===== src/rtl/keypad_entry_pkg.sv =====
// Shared key-code encodings and helpers for the keypad path.
// Codes 0x00..0x0F are hex keys; anything with bit 4 set means no key.
package keypad_entry_pkg;

   localparam logic [4:0] KEY_0    = 5'h00;
   localparam logic [4:0] KEY_1    = 5'h01;
   localparam logic [4:0] KEY_2    = 5'h02;
   localparam logic [4:0] KEY_3    = 5'h03;
   localparam logic [4:0] KEY_4    = 5'h04;
   localparam logic [4:0] KEY_5    = 5'h05;
   localparam logic [4:0] KEY_6    = 5'h06;
   localparam logic [4:0] KEY_7    = 5'h07;
   localparam logic [4:0] KEY_8    = 5'h08;
   localparam logic [4:0] KEY_9    = 5'h09;
   localparam logic [4:0] KEY_A    = 5'h0A;
   localparam logic [4:0] KEY_B    = 5'h0B;
   localparam logic [4:0] KEY_C    = 5'h0C;
   localparam logic [4:0] KEY_D    = 5'h0D;
   localparam logic [4:0] KEY_E    = 5'h0E;
   localparam logic [4:0] KEY_F    = 5'h0F;
   localparam logic [4:0] KEY_NONE = 5'h10;

   function automatic logic key_is_hex(input logic [4:0] k);
      return !k[4];
   endfunction

   function automatic logic key_is_digit(input logic [4:0] k);
      return !k[4] && (k[3:0] <= 4'hD);
   endfunction

   function automatic logic [3:0] key_to_nibble(input logic [4:0] k);
      return k[3:0];
   endfunction

endpackage


===== src/rtl/keypad_entry_debounce.sv =====
// Key-code debouncer: a code must be seen STABLE_CYCLES times in a row
// before it becomes the stable key; each change to a real key is a press.
module key_debounce
   import keypad_entry_pkg::*;
#(
   parameter int STABLE_CYCLES = 20
) (
   input  logic       clk,
   input  logic       rst,
   input  logic [4:0] key_in,
   output logic [4:0] stable,
   output logic       press,
   output logic [4:0] press_key
);

   localparam int CW = $clog2(STABLE_CYCLES + 1);

   logic [4:0]    key;
   logic [4:0]    cand;
   logic [CW-1:0] cnt;

   assign key = key_is_hex(key_in) ? key_in : KEY_NONE;

   always_ff @(posedge clk or posedge rst) begin
      if (rst) begin
         cand      <= KEY_NONE;
         cnt       <= '0;
         stable    <= KEY_NONE;
         press     <= 1'b0;
         press_key <= KEY_NONE;
      end else begin
         press <= 1'b0;
         if (key != cand) begin
            cand <= key;
            cnt  <= CW'(1);
         end else begin
            if (cnt != CW'(STABLE_CYCLES))
               cnt <= cnt + CW'(1);
            // Commit on the edge the count reaches the threshold.
            if (cnt >= CW'(STABLE_CYCLES - 1) && stable != cand) begin
               stable    <= cand;
               press     <= (cand != KEY_NONE);
               press_key <= cand;
            end
         end
      end
   end

endmodule


===== src/rtl/keypad_entry.sv =====
// Debounced hex keypad entry: accumulates nibbles, clears, and commits
// the value to a consumer over a valid/ready handshake.
module keypad_entry
   import keypad_entry_pkg::*;
#(
   parameter int DIGITS        = 4,
   parameter int STABLE_CYCLES = 20
) (
   input  logic                         clk,
   input  logic                         rst,
   input  logic [4:0]                   key_in,
   output logic [4*DIGITS-1:0]          entry,
   output logic [$clog2(DIGITS+1)-1:0]  count,
   output logic                         full,
   output logic                         key_evt,
   output logic [4*DIGITS-1:0]          out_data,
   output logic                         out_valid,
   input  logic                         out_ready,
   output logic                         err
);

   localparam int W   = 4 * DIGITS;
   localparam int CNW = $clog2(DIGITS + 1);

   logic [4:0] stable;
   logic       press;
   logic [4:0] press_key;
   logic       act;

   key_debounce #(
      .STABLE_CYCLES(STABLE_CYCLES)
   ) u_deb (
      .clk      (clk),
      .rst      (rst),
      .key_in   (key_in),
      .stable   (stable),
      .press    (press),
      .press_key(press_key)
   );

   assign act = press && key_is_hex(stable);

   always_ff @(posedge clk or posedge rst) begin
      if (rst) begin
         entry     <= '0;
         count     <= '0;
         full      <= 1'b0;
         key_evt   <= 1'b0;
         out_data  <= '0;
         out_valid <= 1'b0;
         err       <= 1'b0;
      end else begin
         key_evt <= 1'b0;
         err     <= 1'b0;
         if (out_valid && out_ready)
            out_valid <= 1'b0;
         if (act) begin
            key_evt <= 1'b1;
            unique case (1'b1)
               key_is_digit(press_key): begin
                  if (full) begin
                     err <= 1'b1;
                  end else begin
                     entry <= {entry[W-5:0], key_to_nibble(press_key)};
                     count <= count + CNW'(1);
                     full  <= (count == CNW'(DIGITS - 1));
                  end
               end
               (press_key == KEY_F): begin
                  entry <= '0;
                  count <= '0;
                  full  <= 1'b0;
               end
               (press_key == KEY_E): begin
                  // An accept in this same cycle frees the output slot.
                  if (!out_valid || out_ready) begin
                     out_data  <= entry;
                     out_valid <= 1'b1;
                     entry     <= '0;
                     count     <= '0;
                     full      <= 1'b0;
                  end else begin
                     err <= 1'b1;
                  end
               end
               default: ;
            endcase
         end
      end
   end

endmodule

===== config.mk =====
export PLATFORM = sky130hd
export DESIGN_NAME = keypad_entry
export DESIGN_NICKNAME = d
export VERILOG_FILES = /design/src/rtl/keypad_entry_pkg.sv /design/src/rtl/keypad_entry_debounce.sv /design/src/rtl/keypad_entry.sv
export SDC_FILE = /design/constraint.sdc
export NUM_CORES = 1
export LEC_CHECK = 0
export ABC_AREA = 1
export CAP_MARGIN = 20
export CORE_UTILIZATION = 52
export CTS_CLUSTER_DIAMETER = 120
export CTS_CLUSTER_SIZE = 8
export DETAILED_ROUTE_END_ITERATION = 8
export PLACE_DENSITY = 0.8
export SLEW_MARGIN = 20
export SYNTH_ARGS = -nofsm -noshare
export SYNTH_HDL_FRONTEND = slang
export SYNTH_SLANG_ARGS = --single-unit

===== constraint.sdc =====
create_clock -name clk -period 2.35 [get_ports clk]
set_input_delay 0.47 -clock clk [delete_from_list [all_inputs] [get_ports clk]]
set_output_delay 0.47 -clock clk [all_outputs]
set_load 0.02 [all_outputs]

==> impl_metrics.sql, run 1 <==
INSERT INTO impl_metrics (metric_group, metric, value, unit) VALUES
('clock_tree', 'cts_buffers', '5', ''),
('sta', 'period_share', '0.780', ''),
('synthesis', 'muxShareOfSynthArea', '0', ''),
('sta', 'maxSlewViolCount', '0', ''),
('worst_setup_path', 'worst_ep_required_time', '1880', 'ps'),
('clock_tree', 'post_cts_resized', '0', ''),
('grt', 'antenna_violations_before_repair', '0', ''),
('worst_setup_path', 'path_class', 'flop to output pin', ''),
('routing', 'route.detailed.drc', '0', ''),
('place', 'dp.final_hpwl', '3380', 'um'),
('worst_setup_path', 'crit_arrival', '1360', 'ps'),
('finish', 'layout.cells.most_common_list', 'sky130_fd_sc_hd__nand2_1, sky130_fd_sc_hd__dfrtp_1, sky130_fd_sc_hd__clkdlybuf4s50_1', ''),
('worst_setup_path', 'crit_path_start_kind', 'flop', ''),
('routing', 'routed_via_density', '5.03', ''),
('floorplan', 'coreArea', '0.00450', 'mm^2'),
('pwr', 'p_leak', '1.39', 'nW'),
('routing', 'postRouteAntennaNets', '0', ''),
('clock_tree', 'htree_levels', '2', ''),
('grt', 'grt_overflow', '0', ''),
('finish', 'syn_to_final_growth', '24.6', '%'),
('pwr', 'power.ir.vdd_worst', '0.000357', 'V'),
('synthesis', 'synth_compound_gate_area_share', '0.104', ''),
('worst_setup_path', 'timing.critical_path.slowest_cell_delay', '630', 'ps'),
('worst_setup_path', 'timing.rr.end', 'full', ''),
('sta', 'setup_tns', '0', 'ps'),
('clock_tree', 'clk_pin_slew', '90', 'ps'),
('status', 'run_status', 'completed', ''),
('worst_setup_path', 'worst_setup_path_startpoint', 'entry[1]', ''),
('synthesis', 'syn_nets', '302', ''),
('worst_setup_path', 'critPathSlowestCell', 'sky130_fd_sc_hd__clkdlybuf4s50_1', ''),
('floorplan', 'die_h', '71.6', 'um'),
('finish', 'drive_gt1_frac', '0.107', ''),
('finish', 'postLayoutCoreUtil', '0.697', ''),
('grt', 'globalRouteTotalUtil', '0.211', ''),
('clock_tree', 'tritoncts_num_sinks', '55', ''),
('grt', 'grt_start_max_net_pins', '39', ''),
('place', 'numPortBuffers', '46', ''),
('place', 'place.gp.congestion', '0.839', ''),
('sta', 'grt_setup_unrepaired', 'no', ''),
('grt', 'first_pass_grt_wire_length', '8360', 'um'),
('floorplan', 'floorplan.initialDensity', '0.559', ''),
('worst_setup_path', 'critPathBufInv', '1', ''),
('worst_setup_path', 'path_cells', 'clkdlybuf4s50_1', ''),
('clock_tree', 'clk_root_buffer_cell', 'sky130_fd_sc_hd__clkbuf_8', ''),
('worst_setup_path', 'worst-path-max-fanout', '4', ''),
('sta', 'timing_hold_violations_final', '0', ''),
('synthesis', 'combinational_family_with_the_most_area_after_synthesis', 'simple AND/OR/NAND/NOR gates', ''),
('worst_setup_path', 'cpLargestDelayFamily', 'buffers and inverters', ''),
('pwr', 'p_per_area', '532', 'mW/mm^2'),
('sta', 'timing_limited_maximum_frequency', '0.545', 'GHz'),
('finish', 'final_nets', '349', ''),
('synthesis', 'sequential_share_of_the_synthesized_area', '0.547', ''),
('sta', 'finalClockSkew', '7.23', 'ps'),
('worst_setup_path', 'cell_count_of_the_worst_reg_to_reg_path', '5', ''),
('clock_tree', 'clock_latency', '310', 'ps'),
('floorplan', 'fp.dieArea', '0.00513', 'mm^2'),
('grt', 'first_global_vias', '1867', ''),
('routing', 'wl_per_cell', '12.5', 'um'),
('clock_tree', 'cts_tree', 'done', ''),
('synthesis', 'post_synth_and_or_nand_nor_area_fraction', '0.223', ''),
('sta', 'timing.final.crit_period', '1830', 'ps'),
('worst_setup_path', 'rrSetupSlack', '690', 'ps'),
('sta', 'final-setup-viol-count', '0', ''),
('worst_setup_path', 'reg2reg_from', 'u_deb.press_key[3]', ''),
('routing', 'detail_route.first_pass.iterations', '5', ''),
('synthesis', 'flip_flop_and_latch_count_after_synthesis', '55', ''),
('synthesis', 'avg_cell_area_syn', '8.69', 'um^2'),
('finish', 'mostFrequentLayoutCell', 'sky130_fd_sc_hd__nand2_1', ''),
('synthesis', 'post_synth_instance_area', '0.00252', 'mm^2'),
('worst_setup_path', 'crit_path_end', 'entry[1]', ''),
('sta', 'worstMarginPinSlew', '497', 'ps');
## state kept, by name (all words and copies together), names as in the netlist
signal	count
u_deb.cnt	5
out_data	16
entry	16
full	1
u_deb.cand	5
out_valid	1
count	3
u_deb.press_key	5
u_deb.press	1
err	1
key_evt	1
## worst min path at each step
stage / startpoint / to / slack [ps] / depth (start not counted)
detailed placement: out_data[4] / out_data[4] / 470 / 2
CTS: rst / out_data[1] / 490 / 2
global route: rst / u_deb.press_key[2] / 510 / 2
finish: rst / u_deb.press_key[2] / 470 / 2
floorplan: u_deb.press_key[4] / u_deb.press_key[4] / 490 / 2
global placement: out_data[11] / out_data[11] / 460 / 2
## synthesized netlist by cell type
cell type,count,share of area
sky130_fd_sc_hd__nand2_1,92,0.14
sky130_fd_sc_hd__dfrtp_1,53,0.53
sky130_fd_sc_hd__inv_1,40,0.060
sky130_fd_sc_hd__o21ai_0,28,0.056
sky130_fd_sc_hd__nor2_1,12,0.018
sky130_fd_sc_hd__o21ai_2,10,0.035
sky130_fd_sc_hd__nand3_1,9,0.018
sky130_fd_sc_hd__nand4_1,7,0.017
sky130_fd_sc_hd__clkbuf_1,4,0.0060
sky130_fd_sc_hd__ha_1,4,0.020
sky130_fd_sc_hd__a21oi_1,2,0.0040
sky130_fd_sc_hd__dfstp_2,2,0.021
sky130_fd_sc_hd__inv_2,2,0.0030
sky130_fd_sc_hd__nand2_2,2,0.0050
sky130_fd_sc_hd__nand3_2,2,0.0079
sky130_fd_sc_hd__nor2_2,2,0.0050
sky130_fd_sc_hd__o21ai_1,2,0.0040
sky130_fd_sc_hd__or2_2,2,0.0050
sky130_fd_sc_hd__xor2_1,2,0.0070
sky130_fd_sc_hd__a21boi_0,1,0.0030
sky130_fd_sc_hd__buf_12,1,0.0079
sky130_fd_sc_hd__buf_2,1,0.0020
sky130_fd_sc_hd__buf_4,1,0.0030
sky130_fd_sc_hd__buf_6,1,0.0045
sky130_fd_sc_hd__buf_8,1,0.0060
sky130_fd_sc_hd__clkbuf_2,1,0.0020
sky130_fd_sc_hd__clkinv_1,1,0.0015
sky130_fd_sc_hd__nand3b_1,1,0.0030
sky130_fd_sc_hd__nor2_4,1,0.0045
sky130_fd_sc_hd__nor3_1,1,0.0020
sky130_fd_sc_hd__o21bai_1,1,0.0030
sky130_fd_sc_hd__xnor2_1,1,0.0035
## cells by family (layout without fill, tap and decap cells)
| kind of cell | Yosys count | count (layout) |
|---|---|---|
| simple gates | 131 | 131 |
| flops | 55 | 55 |
| buf+inv | 53 | 101 |
| compound gates | 44 | 44 |
| fa+ha+maj | 4 | 4 |
| xor+xnor | 3 | 3 |
## power by group
group,leakage [nW],internal (mW),switching (mW),total [mW]
Sequential,0.752,0.953,0.00905,0.962
Combinational,0.576,0.0273,0.0424,0.0697
Clock,0.0612,0.345,0.294,0.639
## metal layers
metal | vias to the layer above | share of wire | track usage
met4 | 0 | 0.018 | 0.0741
met1 | 919 | 0.43 | 0.263
li1 | 993 | - | -
met2 | 40 | 0.52 | 0.369
met5 | - | 0 | 0
met3 | 9 | 0.032 | 0.0422
## per-stage QoR
| stage | worst slack, ps | instances | total power, mW | area, um^2 | hold WS, ps |
|---|---|---|---|---|---|
| floorplan | 540 | 290 | 1.02 | 2520 | 488 |
| global placement | 392 | 382 | 1.05 | 3020 | 464 |
| detailed placement | 335 | 382 | 1.05 | 3020 | 473 |
| CTS | 505 | 390 | 1.69 | 3140 | 485 |
| global route | 463 | 390 | 1.74 | 3140 | 510 |
| finish | 517 | 390 | 1.67 | 3140 | 473 |
## layout make-up
type,instances,area [um^2]
fillers,376,1370
flip-flops and latches,55,1380
inverters,43,161
multi-input cells,182,900
well taps,52,65.1
repair buffers,50,515
clock buffers,6,82.6
clock inverters,2,35.0
Power figures use the tool's default switching activity.
==> run 2: changes to the inputs <==
==> constraint.sdc (replaced) <==
create_clock -name clk -period 1.7 [get_ports clk]
set_input_delay 0.34 -clock clk [delete_from_list [all_inputs] [get_ports clk]]
set_output_delay 0.34 -clock clk [all_outputs]
set_load 0.02 [all_outputs]
==> run 2 against run 1 <==
Clock-buffer cell count fell by 1; critical path depth did not move; utilization rose by 1.1 points; flip-flop and latch count did not move; critical path type unchanged; largest power group unchanged.
==> impl_metrics.sql, run 2 (synthesis gave the netlist of run 1 again) <==
INSERT INTO impl_metrics (metric_group, metric, value, unit) VALUES
('worst_setup_path', 'reg2reg_from', 'u_deb.press_key[4]', ''),
('finish', 'mostFrequentLayoutCell', 'sky130_fd_sc_hd__nand2_1', ''),
('clock_tree', 'clock_latency', '300', 'ps'),
('floorplan', 'io-pin-count', '47', ''),
('clock_tree', 'cts_buffers', '5', ''),
('clock_tree', 'clk_root_buffer_cell', 'sky130_fd_sc_hd__clkbuf_8', ''),
('grt', 'globalRouteTotalUtil', '0.203', ''),
('routing', 'routed_via_density', '5.11', ''),
('clock_tree', 'cts_tree', 'done', ''),
('worst_setup_path', 'timing.critical_path.slowest_cell_delay', '620', 'ps'),
('finish', 'n_antenna_cell', '0', ''),
('sta', 'maxSlewViolCount', '0', ''),
('routing', 'dr.first_iter.drc_count', '124', ''),
('worst_setup_path', 'crit_path_start_kind', 'flop', ''),
('worst_setup_path', 'crit_arrival', '1310', 'ps'),
('grt', 'use_met1', '0.246', ''),
('sta', 'max-slew-margin-rel', '0.809', ''),
('floorplan', 'die_h', '71.6', 'um'),
('routing', 'route.detailed.drc', '0', ''),
('min_path', 'min-delay-path-class', 'primary input to flop', ''),
('finish', 'final_nets', '350', ''),
('worst_setup_path', 'critPathBufInv', '1', ''),
('sta', 'period_share', '0.972', ''),
('grt', 'first_global_vias', '1947', ''),
('min_path', 'hold_path_depth', '1', ''),
('routing', 'wl_per_cell', '12.2', 'um'),
('grt', 'grt_overflow', '0', ''),
('min_path', 'worstHoldStart', 'key_in[4]', ''),
('finish', 'stdcell_count', '391', ''),
('worst_setup_path', 'timing.rr.end', 'u_deb.press_key[2]', ''),
('pwr', 'p_per_area', '715', 'mW/mm^2'),
('finish', 'postLayoutCoreUtil', '0.707', ''),
('floorplan', 'coreArea', '0.00450', 'mm^2'),
('clock_tree', 'htree_levels', '2', ''),
('sta', 'timing_limited_maximum_frequency', '0.605', 'GHz'),
('finish', 'drive_gt1_frac', '0.112', ''),
('sta', 'timing_hold_violations_final', '0', ''),
('grt', 'global_route.usage.met3', '0.0281', ''),
('sta', 'grt_setup_unrepaired', 'no', ''),
('sta', 'finalClockSkew', '7.16', 'ps'),
('sta', 'layout_setup_ws', '48.1', 'ps'),
('worst_setup_path', 'worstSetupEndpointType', 'output pin', ''),
('worst_setup_path', 'path_cells', 'clkdlybuf4s50_1', ''),
('finish', 'layout.cells.most_common_list', 'sky130_fd_sc_hd__nand2_1, sky130_fd_sc_hd__dfrtp_1, sky130_fd_sc_hd__inv_1', ''),
('clock_tree', 'clk_pin_slew', '90', 'ps'),
('routing', 'postRouteAntennaNets', '0', ''),
('finish', 'final_area', '0.00319', 'mm^2'),
('place', 'dp.final_hpwl', '3330', 'um'),
('routing', 'detail_route.first_pass.iterations', '4', ''),
('flow_run', 'drv.max_cap_violation_count', '0', ''),
('grt', 'grt_start_max_net_pins', '56', ''),
('status', 'run_status', 'completed', ''),
('clock_tree', 'post-cts-setup-buffers', '0', ''),
('clock_tree', 'tritoncts_num_sinks', '55', ''),
('grt', 'first_pass_grt_wire_length', '8210', 'um'),
('place', 'post-place-ws', '-212', 'ps'),
('finish', 'layout_top_registers', 'entry (16), out_data (16)', ''),
('grt', 'grt_most_used_layer', 'met2', ''),
('worst_setup_path', 'rrSetupSlack', '160', 'ps'),
('worst_setup_path', 'critPathSlowestCell', 'sky130_fd_sc_hd__clkdlybuf4s50_1', ''),
('routing', 'route.vias.total', '1998', ''),
('pwr', 'p_leak', '1.65', 'nW'),
('pwr', 'power.ir.vdd_worst', '0.000351', 'V'),
('routing', 'routed_wl', '4760', 'um'),
('grt', 'groute.layer.met2.usage', '0.376', ''),
('sta', 'worstMarginPinSlew', '287', 'ps'),
('floorplan', 'fp.dieArea', '0.00513', 'mm^2'),
('place', 'numPortBuffers', '46', ''),
('worst_setup_path', 'path_class', 'flop to output pin', ''),
('sta', 'setup_tns', '0', 'ps'),
('worst_setup_path', 'worst_ep_required_time', '1360', 'ps'),
('sta', 'final-setup-viol-count', '0', ''),
('min_path', 'worstHoldEndpoint', 'u_deb.cand[4]', ''),
('worst_setup_path', 'cell_count_of_the_worst_reg_to_reg_path', '8', ''),
('floorplan', 'floorplan.initialDensity', '0.559', ''),
('grt', 'antenna_violations_before_repair', '0', ''),
('finish', 'syn_to_final_growth', '26.5', '%'),
('place', 'post_dp_cell_area', '0.00304', 'mm^2'),
('place', 'place.gp.congestion', '0.861', ''),
('sta', 'timing.final.crit_period', '1650', 'ps'),
('floorplan', 'dieWidth', '71.6', 'um'),
('worst_setup_path', 'cpLargestDelayFamily', 'buffers and inverters', ''),
('clock_tree', 'clock_tree.buffer_depth', '2', ''),
('worst_setup_path', 'worst-path-max-fanout', '3', ''),
('floorplan', 'rows', '24', ''),
('place', 'place.detailed.instances', '383', '');
run 2: per-stage QoR:
step                power [mW]  hold WS [ps]
floorplan                 1.41           406
finish                    2.28           264
CTS                       2.30           401
detailed placement        1.45           473
global route              2.37           286
global placement          1.45           465
run 2: cell type report:
type	count	area, um^2
flip-flops and latches	55	1380
fillers	380	1320
multi-input cells	182	903
repair buffers	51	564
inverters	43	161
clock buffers	5	68.8
well taps	52	65.1
clock inverters	3	43.8
run 2: report_power, final:
group	switching [mW]	leakage, nW	total (mW)	internal [mW]
sequential	0.0118	0.752	1.33	1.32
clock	0.414	0.0581	0.853	0.439
combinational	0.0591	0.835	0.0969	0.0378
run 2: repair_timing:
item,4_1_cts,5_1_grt
endpoints found under the setup margin,3,21
resized for setup,3,14
hold buffers,0,0
gates cloned,0,0
hold endpoints to repair,0,0
run 2: worst register-to-register path, cell delays in order (launching register included):
cell and delay, ps:
sky130_fd_sc_hd__dfstp_2 610, sky130_fd_sc_hd__inv_1 80, sky130_fd_sc_hd__nand2_1 70, sky130_fd_sc_hd__nand2_1 60, sky130_fd_sc_hd__nor2_1 90, sky130_fd_sc_hd__nand3_1 180
sky130_fd_sc_hd__nand3_1 260, sky130_fd_sc_hd__nand2_1 80, sky130_fd_sc_hd__nand2_1 60
run 2: how the worst max path moves through the flow:
stage / cells after the start / end / startpoint
floorplan: 1 / count[0] / rst
global placement: 10 / u_deb.press_key[1] / key_in[4]
detailed placement: 10 / u_deb.press_key[1] / key_in[4]
CTS: 1 / count[2] / count[2]
global route: 1 / entry[15] / entry[15]
finish: 1 / entry[13] / entry[13]
run 2: routing by layer:
| metal | wire length (um) | share of wire |
|---|---|---|
| met5 | 0 | 0 |
| met4 | 37 | 0.0078 |
| met3 | 162 | 0.034 |
| met2 | 2480 | 0.52 |
| met1 | 2080 | 0.44 |
==> run 3: changes to the inputs <==
--- a/config.mk
+++ b/config.mk
@@ -6,7 +6,9 @@
 export NUM_CORES = 1
 export LEC_CHECK = 0
 export ABC_AREA = 1
+export ABC_CLOCK_PERIOD_IN_PS = 1700
 export CAP_MARGIN = 20
+export CORE_MARGIN = 3
 export CORE_UTILIZATION = 52
 export CTS_CLUSTER_DIAMETER = 120
 export CTS_CLUSTER_SIZE = 8
==> run 3 against run 2 <==
Largest power group unchanged; critical path type unchanged; critical endpoint is now entry[9]; worst setup slack improved by 0.88 ps; clock-buffer cell count unchanged; non-clock buffer count increased by 2; largest cell class unchanged.
==> impl_metrics.sql, run 3 (synthesis gave the netlist of run 1 again) <==
INSERT INTO impl_metrics (metric_group, metric, value, unit) VALUES
('grt', 'globalRouteTotalUtil', '0.178', ''),
('worst_setup_path', 'worst_ep_required_time', '1360', 'ps'),
('clock_tree', 'clock_latency', '300', 'ps'),
('sta', 'period_share', '0.971', ''),
('worst_setup_path', 'cpLargestDelayFamily', 'buffers and inverters', ''),
('sta', 'timing_hold_violations_final', '0', ''),
('grt', 'first_pass_grt_wire_length', '7890', 'um'),
('min_path', 'worstHoldStart', 'key_in[4]', ''),
('routing', 'routed_wl', '4620', 'um'),
('routing', 'wl_per_cell', '11.8', 'um'),
('place', 'place.detailed.instances', '385', ''),
('clock_tree', 'clk_root_buffer_cell', 'sky130_fd_sc_hd__clkbuf_8', ''),
('finish', 'mostFrequentLayoutCell', 'sky130_fd_sc_hd__nand2_1', ''),
('place', 'place.gp.congestion', '0.942', ''),
('worst_setup_path', 'critPathSlowestCell', 'sky130_fd_sc_hd__clkdlybuf4s50_1', ''),
('worst_setup_path', 'crit_arrival', '1310', 'ps'),
('sta', 'hold_ws', '272', 'ps'),
('routing', 'postRouteAntennaNets', '0', ''),
('sta', 'finalClockSkew', '8.00', 'ps'),
('finish', 'drive_gt1_frac', '0.114', ''),
('grt', 'first_global_vias', '1864', ''),
('status', 'run_status', 'completed', ''),
('place', 'numPortBuffers', '46', ''),
('floorplan', 'floorplan.initialDensity', '0.559', ''),
('floorplan', 'rows', '24', ''),
('worst_setup_path', 'path_class', 'flop to output pin', ''),
('floorplan', 'die_h', '75.6', 'um'),
('floorplan', 'io-pin-count', '47', ''),
('pwr', 'p_per_area', '707', 'mW/mm^2'),
('clock_tree', 'cts_buffers', '5', ''),
('routing', 'route.vias.total', '1949', ''),
('worst_setup_path', 'cell_count_of_the_worst_reg_to_reg_path', '9', ''),
('grt', 'antenna_violations_before_repair', '0', ''),
('clock_tree', 'cts_tree', 'done', ''),
('finish', 'layout.cells.most_common_list', 'sky130_fd_sc_hd__nand2_1, sky130_fd_sc_hd__dfrtp_1, sky130_fd_sc_hd__inv_1', ''),
('routing', 'routed_via_density', '4.96', ''),
('worst_setup_path', 'worst-path-max-fanout', '4', ''),
('sta', 'maxSlewViolCount', '0', ''),
('flow_run', 'drv.max_cap_violation_count', '0', ''),
('worst_setup_path', 'worst_setup_path_startpoint', 'entry[9]', ''),
('place', 'dp.final_hpwl', '3340', 'um'),
('finish', 'n_antenna_cell', '0', ''),
('routing', 'route.detailed.drc', '0', ''),
('finish', 'layout_top_registers', 'entry (16), out_data (16)', ''),
('grt', 'grt_overflow', '0', ''),
('worst_setup_path', 'reg2reg_from', 'u_deb.press_key[1]', ''),
('worst_setup_path', 'critical_path_cell_count', '1', ''),
('sta', 'worstMarginPinSlew', '282', 'ps'),
('clock_tree', 'htree_levels', '2', ''),
('sta', 'grt_setup_unrepaired', 'no', ''),
('pwr', 'p_leak', '1.66', 'nW'),
('routing', 'detail_route.first_pass.iterations', '4', ''),
('grt', 'grt_start_max_net_pins', '56', ''),
('finish', 'final_nets', '352', ''),
('sta', 'final-setup-viol-count', '0', ''),
('finish', 'stdcell_count', '393', ''),
('finish', 'syn_to_final_growth', '27.1', '%'),
('worst_setup_path', 'crit_path_start_kind', 'flop', ''),
('clock_tree', 'tritoncts_num_sinks', '55', ''),
('worst_setup_path', 'worstSetupEndpointType', 'output pin', ''),
('min_path', 'hold_path_depth', '1', ''),
('worst_setup_path', 'timing.critical_path.slowest_cell_delay', '620', 'ps'),
('floorplan', 'dieWidth', '75.6', 'um'),
('floorplan', 'coreArea', '0.00450', 'mm^2'),
('floorplan', 'fp.dieArea', '0.00571', 'mm^2'),
('min_path', 'min-delay-path-class', 'primary input to flop', ''),
('worst_setup_path', 'path_cells', 'clkdlybuf4s50_1', ''),
('routing', 'dr.first_iter.drc_count', '160', ''),
('sta', 'timing_limited_maximum_frequency', '0.606', 'GHz'),
('sta', 'max-slew-margin-rel', '0.812', ''),
('sta', 'timing.final.crit_period', '1650', 'ps'),
('clock_tree', 'clock_tree.buffer_depth', '2', ''),
('clock_tree', 'clk_pin_slew', '100', 'ps'),
('pwr', 'power.ir.vdd_worst', '0.000405', 'V'),
('worst_setup_path', 'critPathBufInv', '1', '');
==> run 3: cell type report <==
| cell class | instances | area (um^2) |
|---|---|---|
| sequential | 55 | 1380 |
| fill | 357 | 1300 |
| multi-input combinational | 182 | 900 |
| timing repair buffer | 53 | 584 |
| inverter | 43 | 161 |
| clock buffer | 5 | 68.8 |
| tap | 52 | 65.1 |
| clock inverter | 3 | 43.8 |
==> run 3: through the flow <==
step / worst slack [ps] / power [mW] / setup TNS, ps / instance area (um^2) / utilization
global route: 0.788 / 2.35 / 0 / 3200 / 0.711
floorplan: 20.4 / 1.41 / 0 / 2520 / -
detailed placement: -199 / 1.45 / -1750 / 3060 / 0.678
CTS: 2.36 / 2.29 / 0 / 3170 / 0.703
finish: 49.0 / 2.26 / 0 / 3200 / 0.711
global placement: -123 / 1.45 / -1020 / 3060 / 0.678
==> run 3: path summary, 6_finish.rpt <==
check                           endpoint  slack, ps
max in group asynchronous  u_deb.cand[4]       1000
hold reg to reg              out_data[8]        490
hold / removal             u_deb.cand[4]        270
setup / recovery                entry[9]         50
setup reg to reg               entry[11]        190
min in group asynchronous    out_data[1]        400
==> run 3: power breakdown <==
group / switching [mW] / internal [mW]
sequential: 0.0120 / 1.32
clock: 0.399 / 0.439
combinational: 0.0575 / 0.0392
==> run 3: routing by layer <==
| metal | vias up | part of all wire | GRT usage |
|---|---|---|---|
| met3 | 8 | 0.040 | 0.0396 |
| met5 | - | 0 | 0 |
| li1 | 997 | - | - |
| met4 | 0 | 0.0065 | 0.0369 |
| met2 | 44 | 0.50 | 0.326 |
| met1 | 900 | 0.45 | 0.214 |
==> run 3: repair_timing <==
item,in CTS,in global routing
gates resized for setup,1,14
gates cloned,0,0
buffers inserted,0,0
pin swaps,0,0
hold buffers,0,0
endpoints found under the setup margin,1,19
